File: config.mk
export PLATFORM = sky130hd
export DESIGN_NAME = score_deduct_flat
export DESIGN_NICKNAME = d
export VERILOG_FILES = /design/src/rtl/score_pkg.sv /design/src/rtl/score_deduct_if.sv /design/src/rtl/score_deduct_sub_bit.sv /design/src/rtl/score_deduct.sv /design/src/flat_wrapper.sv
export SDC_FILE = /design/constraint.sdc
export NUM_CORES = 1
export LEC_CHECK = 0
export ABC_AREA = 1
export BUFFER_PORTS_ARGS = -buffer_cell sky130_fd_sc_hd__buf_2
export CAP_MARGIN = 40
export CORE_MARGIN = 5
export CORE_UTILIZATION = 31
export DETAILED_ROUTE_END_ITERATION = 10
export GPL_ROUTABILITY_DRIVEN = 1
export PLACE_DENSITY_LB_ADDON = 0.25
export SYNTH_ARGS = -nofsm -noshare
export SYNTH_HDL_FRONTEND = slang
export SYNTH_HIERARCHICAL = 1
export SYNTH_SLANG_ARGS = --single-unit
File: constraint.sdc
create_clock -name clk -period 2.4 [get_ports clk]
set_input_delay 0.36 -clock clk [delete_from_list [all_inputs] [get_ports clk]]
set_output_delay 0.36 -clock clk [all_outputs]
set_load 0.05 [all_outputs]
File: src/rtl/score_pkg.sv
// Shared definitions for the score datapath (adder, deductor, tracker).
package score_pkg;

  // Default score / penalty width in bits.
  localparam int SCORE_W = 5;

  // Sequencer states for the bit-serial score units.
  typedef enum logic [1:0] {
    IDLE = 2'd0,
    SUB  = 2'd1,
    DONE = 2'd2
  } state_t;

endpackage

File: src/rtl/score_deduct_if.sv
// Bus between the penalty/event logic (master) and score_deduct (slave).
//
// Handshake: the master raises start with A/B valid; the request is taken
// at a rising edge where the unit is idle, E=1 and stop=0 (busy goes high
// after that edge). start seen while busy or done is dropped, not queued.
// done is a one-cycle pulse (while E=1) marking out/underflow valid; out and
// underflow then hold until the next completion, stop, or reset.
// state is a read-only debug view of the sequencer.
interface score_deduct_if
  import score_pkg::*;
#(
  parameter int WIDTH = SCORE_W
) ();

  logic             E;
  logic             stop;
  logic             start;
  logic [WIDTH-1:0] A;
  logic [WIDTH-1:0] B;
  logic             busy;
  logic             done;
  logic [WIDTH-1:0] out;
  logic             underflow;
  state_t           state;

  modport master (
    output E, stop, start, A, B,
    input  busy, done, out, underflow, state
  );

  modport slave (
    input  E, stop, start, A, B,
    output busy, done, out, underflow, state
  );

endinterface

File: src/rtl/score_deduct_sub_bit.sv
// One-bit full subtractor cell; mirror of the adder's full-adder cell.
module sub_bit (
  input  logic a,
  input  logic b,
  input  logic bin,
  output logic d,
  output logic bout
);

  // Difference and borrow-out of a - b - bin.
  assign d    = a ^ b ^ bin;
  assign bout = (~a & b) | (~a & bin) | (b & bin);

endmodule

File: src/rtl/score_deduct.sv
// Bit-serial, LSB-first score subtractor: out = A - B over WIDTH cycles.
// Optional macro SCORE_DEDUCT_SAT_EN: when defined, an underflowing result
// is floored at zero instead of wrapping modulo 2^WIDTH.
module score_deduct
  import score_pkg::*;
#(
  parameter int WIDTH = SCORE_W
) (
  input  logic         clk,
  input  logic         Reset,
  score_deduct_if.slave bus
);

  localparam int             CW   = (WIDTH > 1) ? $clog2(WIDTH) : 1;
  localparam logic [CW-1:0]  LAST = CW'(WIDTH - 1);

  state_t           r_state;
  state_t           w_next;
  logic [WIDTH-1:0] r_a;
  logic [WIDTH-1:0] r_b;
  logic [WIDTH-1:0] r_res;
  logic [WIDTH-1:0] r_out;
  logic [CW-1:0]    r_cnt;
  logic             r_bw;
  logic             r_uf;

  logic             w_d;
  logic             w_bout;
  logic             w_last;
  logic [WIDTH-1:0] w_res_next;
  logic [WIDTH-1:0] w_out_load;

  // Single subtractor cell reused every step on the current LSBs.
  sub_bit u_sub_bit (
    .a    (r_a[0]),
    .b    (r_b[0]),
    .bin  (r_bw),
    .d    (w_d),
    .bout (w_bout)
  );

  assign w_last     = (r_cnt == LAST);
  assign w_res_next = {w_d, r_res[WIDTH-1:1]};

`ifdef SCORE_DEDUCT_SAT_EN
  assign w_out_load = w_bout ? '0 : w_res_next;
`else
  assign w_out_load = w_res_next;
`endif

  // State register.
  always_ff @(posedge clk or negedge Reset) begin
    if (!Reset) r_state <= IDLE;
    else        r_state <= w_next;
  end

  // Next-state logic: stop overrides, E=0 freezes.
  always_comb begin
    w_next = r_state;
    if (bus.stop) begin
      w_next = IDLE;
    end else if (bus.E) begin
      case (r_state)
        IDLE:    if (bus.start) w_next = SUB;
        SUB:     if (w_last)    w_next = DONE;
        DONE:    w_next = IDLE;
        default: w_next = IDLE;
      endcase
    end
  end

  // Datapath: capture operands, shift one bit per step, load result at the end.
  always_ff @(posedge clk or negedge Reset) begin
    if (!Reset) begin
      r_a   <= '0;
      r_b   <= '0;
      r_res <= '0;
      r_cnt <= '0;
      r_bw  <= 1'b0;
      r_out <= '0;
      r_uf  <= 1'b0;
    end else if (bus.stop) begin
      r_cnt <= '0;
      r_bw  <= 1'b0;
      r_out <= '0;
      r_uf  <= 1'b0;
    end else if (bus.E) begin
      if (r_state == IDLE && bus.start) begin
        r_a   <= bus.A;
        r_b   <= bus.B;
        r_res <= '0;
        r_cnt <= '0;
        r_bw  <= 1'b0;
      end else if (r_state == SUB) begin
        r_a   <= r_a >> 1;
        r_b   <= r_b >> 1;
        r_res <= w_res_next;
        r_bw  <= w_bout;
        r_cnt <= r_cnt + CW'(1);
        if (w_last) begin
          r_out <= w_out_load;
          r_uf  <= w_bout;
        end
      end
    end
  end

  assign bus.busy      = (r_state == SUB);
  assign bus.done      = (r_state == DONE);
  assign bus.out       = r_out;
  assign bus.underflow = r_uf;
  assign bus.state     = r_state;

endmodule

File: src/flat_wrapper.sv
// flat-port wrapper written by rule: the top's interface ports become plain ports
module score_deduct_flat import score_pkg::*;
#(
  parameter int WIDTH = SCORE_W
)
  (clk, Reset, bus_E, bus_stop, bus_start, bus_A, bus_B, bus_busy, bus_done, bus_out, bus_underflow, bus_state);
  score_deduct_if #(.WIDTH(WIDTH)) bus_i ();
  input  logic clk;
  input  logic Reset;
  input wire logic [$bits(bus_i.E)-1:0] bus_E;
  input wire logic [$bits(bus_i.stop)-1:0] bus_stop;
  input wire logic [$bits(bus_i.start)-1:0] bus_start;
  input wire logic [$bits(bus_i.A)-1:0] bus_A;
  input wire logic [$bits(bus_i.B)-1:0] bus_B;
  output wire logic [$bits(bus_i.busy)-1:0] bus_busy;
  output wire logic [$bits(bus_i.done)-1:0] bus_done;
  output wire logic [$bits(bus_i.out)-1:0] bus_out;
  output wire logic [$bits(bus_i.underflow)-1:0] bus_underflow;
  output wire logic [$bits(bus_i.state)-1:0] bus_state;
  assign bus_i.E = bus_E;
  assign bus_i.stop = bus_stop;
  assign bus_i.start = bus_start;
  assign bus_i.A = bus_A;
  assign bus_i.B = bus_B;
  assign bus_busy = bus_i.busy;
  assign bus_done = bus_i.done;
  assign bus_out = bus_i.out;
  assign bus_underflow = bus_i.underflow;
  assign bus_state = bus_i.state;
  score_deduct #(.WIDTH(WIDTH)) u_core (.clk(clk), .Reset(Reset), .bus(bus_i));
endmodule
==> metrics.log <==
INFO  metric syn_to_final_growth = 12.0%
INFO  metric power_frac_seq = 51.7%
INFO  metric grt_util_all_layers = 10.4%
INFO  metric path_cells = nor2_2 > nand3_2 > nand2_2 > nand2_4 > nand2_1 > nand2_1
INFO  metric placed_cells = 250
INFO  metric floorplan.rows = 24
INFO  metric worstPathArrival = 1.95 ns
INFO  metric wl_per_cell = 11.9 µm
INFO  metric outcome = completed
INFO  metric count_of_state_elements_after_synthesis = 26
INFO  metric post_synthesis_net_count = 200
INFO  metric fin_total_pwr = 1.07 mW
INFO  metric swShare = 33.5%
INFO  metric postSynthAreaPerCell = 7.67 µm²
INFO  metric detail_route.first_pass.iterations = 4
INFO  metric max_slew_margin = 59.9%
INFO  metric most_frequently_used_flop_master_after_synthesis = sky130_fd_sc_hd__dfrtp_1
INFO  metric layout-drive-gt1-share = 18.9%
INFO  metric setup.worst_path.class = flop to flop
INFO  metric coreArea = 0.00435 mm²
INFO  metric combPwrFrac = 24.8%
INFO  metric finClkSkew = 0.0116 ns
INFO  metric die_width = 77.1 µm
INFO  metric min_path_type = input port to asynchronous set/reset pin
INFO  metric pin_count_of_the_biggest_net_entering_global_routing = 27
INFO  metric post_cts_buffers = 0
INFO  metric synth.largest_area_cell = sky130_fd_sc_hd__dfrtp_1
INFO  metric critical-path-max-stage-delay = 0.47 ns
INFO  metric switching_power = 358 µW
INFO  metric cts_tree = done
INFO  metric critical-path-top-cell-by-count = sky130_fd_sc_hd__nand2_1
INFO  metric clock_tree.buffer_depth = 2
INFO  metric ys_async_rst_share = 100%
INFO  metric cp_slowest_cell = sky130_fd_sc_hd__dfrtp_1
INFO  metric htree_num_levels = 1
INFO  metric grt_pass1_wl = 5.09 mm
INFO  metric port-buffer-count = 24
INFO  metric critical_path.n_buffers_inverters = 0
INFO  metric via_per_inst = 4.58
INFO  metric critPathCaptureType = flop
INFO  metric count_of_non_filler_cells_in_the_finished_layout = 253
INFO  metric grt_setup_unrepaired = no
INFO  metric clkSinkCount = 26
INFO  metric clock_insertion_delay_worst_skew = 0.27 ns
INFO  metric start_util = 32.0%
INFO  metric synth.top_cell.area_share = 46.6%
INFO  metric final.fill_count = 472
INFO  metric yosysSeqAreaShare = 46.6%
INFO  metric grt_remaining_overflow = 0
INFO  metric achievable-frequency = 0.558 GHz
INFO  metric setup_violations = 0
INFO  metric finalMaxSlewViolations = 0
INFO  metric antenna_violating_nets_post_route = 0
INFO  metric cp_top_family = simple AND/OR/NAND/NOR gates
INFO  metric floorplan.die_area = 0.00594 mm²
INFO  metric synth_warnings = 6
INFO  metric initialDrtViolationCount = 70
INFO  metric start_kind = flop
INFO  metric setup_tns = 0 ns
INFO  metric internal_power = 710 µW
INFO  metric clock_buffers_created_by_tritoncts = 3
INFO  metric synthesis.instances = 182
INFO  metric report.final.hold_viol_count = 0
INFO  metric hold_buffers = 0
INFO  metric place_congestion = 0.750
INFO  metric clock_power_share = 23.5%
INFO  metric route.vias.total = 1159
INFO  metric irDropWorstVdd = 234 µV
INFO  metric postRouteWirelength = 3.01 mm
INFO  metric tightestPinTransition = 0.601 ns
INFO  metric cellLeakagePower = 0.896 nW
INFO  metric cts.clk_slew.worst_paths = 0.10 ns
INFO  metric antenna_cells_inserted = 0
INFO  metric clock_tree_root = sky130_fd_sc_hd__clkbuf_8
INFO  metric design.portCount = 25
INFO  metric yosys-top-cells-area = sky130_fd_sc_hd__dfrtp_1, sky130_fd_sc_hd__nand2_1, sky130_fd_sc_hd__nand3_1
INFO  metric postLayoutSetupSlackWorst = 0.609 ns
INFO  metric max_cap_violations = 0
INFO  metric power.density = 683 mW/mm²
INFO  metric post_cts_resize_count = 0
INFO  metric finalNetCount = 221
INFO  metric number_of_antenna_violations_at_the_first_check_in_global_routing = 0
INFO  metric synthDistinctLibCells = 21
INFO  metric vert_die_dim = 77.1 µm
INFO  metric post_synthesis_instance_area = 0.00140 mm²
INFO  metric crit_fanout = 14
INFO  metric timing.critical_path.required = 2.56 ns
INFO  metric place_hpwl = 2.18 mm
INFO  metric dp_worst_setup_slack = 0.611 ns
INFO  metric drt_drc_violations_left = 0
INFO  metric vias_in_the_first_global_route = 1091
INFO  metric timing.final.crit_share = 74.6%
INFO  metric number_of_enable_type_register_cells_in_the_synthesized_netlist = 0
INFO  metric finalCriticalPeriod = 1.79 ns
-- path summary, 6_finish.rpt --
path	start	cells past startpoint	slack [ns]	endpoint
min in group clk	bus_stop	4	0.39	u_core/bus.state[0]
min reg2reg	u_core/r_a[4]	2	0.48	u_core/r_a[4]
max reg2reg	u_core/bus.state[1]	6	0.61	u_core/r_b[0]
min	Reset	1	0.08	u_core/bus.state[0]
max	u_core/bus.state[1]	6	0.61	u_core/r_b[0]
max in group asynchronous	Reset	1	1.92	u_core/r_bw
-- cell families (layout without fill, tap and decap cells) --
| logic type | Yosys count | in the layout | share of synthesized area, % |
|---|---|---|---|
| fa+ha+maj | 3 | 3 | 3.23 |
| compound gates | 5 | 5 | 1.79 |
| buf+inv | 23 | 42 | 8.52 |
| flops | 26 | 26 | 46.6 |
| simple gates | 125 | 125 | 39.8 |
-- layer usage --
metal	track usage (%)	share of wire, %	vias to the layer above
met5	0	0	-
met4	4.12	1.2	0
met3	2.11	3.4	2
met2	15.4	42	20
met1	14.7	53	524
li1	-	-	613
-- per-stage QoR --
stage | hold WS [ns] | util, % | area [µm²]
after detailed placement | 0.411 | 34.9 | 1520
after global placement | 0.409 | 34.9 | 1520
after floorplan | 0.0644 | - | 1400
after CTS | 0.108 | 35.9 | 1560
final | 0.0820 | 35.9 | 1560
after global routing | 0.140 | 35.9 | 1560
-- layout by cell type, fill, tap and decap left out --
master	Yosys	layout
sky130_fd_sc_hd__o21ai_0	1	1
sky130_fd_sc_hd__buf_4	1	1
sky130_fd_sc_hd__nor2_2	2	2
sky130_fd_sc_hd__nand4_1	1	1
sky130_fd_sc_hd__nand2_1	73	73
sky130_fd_sc_hd__nand2_4	1	1
sky130_fd_sc_hd__nand2_2	3	3
sky130_fd_sc_hd__inv_1	13	13
sky130_fd_sc_hd__ha_1	2	2
sky130_fd_sc_hd__o21ai_1	4	4
sky130_fd_sc_hd__nor2_4	1	1
sky130_fd_sc_hd__nand3b_1	1	1
sky130_fd_sc_hd__nand3_1	35	35
sky130_fd_sc_hd__inv_2	1	1
sky130_fd_sc_hd__buf_2	5	24
sky130_fd_sc_hd__dfrtp_1	26	26
sky130_fd_sc_hd__or2_2	1	1
sky130_fd_sc_hd__fa_1	1	1
sky130_fd_sc_hd__nor2_1	6	6
sky130_fd_sc_hd__clkbuf_8	0	3
sky130_fd_sc_hd__nand3_2	1	1
-- area by class of cell --
class | count | area, µm² | share of cell area [%]
clock buffers | 3 | 41.3 | 2.64
inverters | 14 | 52.6 | 3.36
multi-input cells | 133 | 626 | 40.0
flip-flops and latches | 26 | 651 | 41.6
well taps | 52 | 65.1 | 4.16
repair buffers | 25 | 128 | 8.17
-- registers in the layout (all words and copies together), names as in the netlist --
signal / count
u_core/r_res: 4
u_core/r_cnt: 3
u_core/bus.state: 2
u_core/bus.underflow: 1
u_core/r_b: 5
u_core/r_a: 5
u_core/r_bw: 1
u_core/bus.out: 5
-- power by group through the flow --
| stage | clock [mW] | sequential (mW) | combinational (mW) |
|---|---|---|---|
| finish | 0.251 | 0.552 | 0.264 |
| global route | 0.273 | 0.563 | 0.307 |
| CTS | 0.262 | 0.553 | 0.267 |
| detailed placement | 0 | 0.561 | 0.264 |
| global placement | 0 | 0.563 | 0.263 |
| floorplan | 0 | 0.561 | 0.206 |
-- cells in the mapped netlist (2+ instances only) --
master / n
sky130_fd_sc_hd__buf_2: 5
sky130_fd_sc_hd__buf_6: 3
sky130_fd_sc_hd__dfrtp_1: 26
sky130_fd_sc_hd__ha_1: 2
sky130_fd_sc_hd__inv_1: 13
sky130_fd_sc_hd__nand2_1: 73
sky130_fd_sc_hd__nand2_2: 3
sky130_fd_sc_hd__nand3_1: 35
sky130_fd_sc_hd__nor2_1: 6
sky130_fd_sc_hd__nor2_2: 2
sky130_fd_sc_hd__o21ai_1: 4
(Power assumes the default switching activity.)
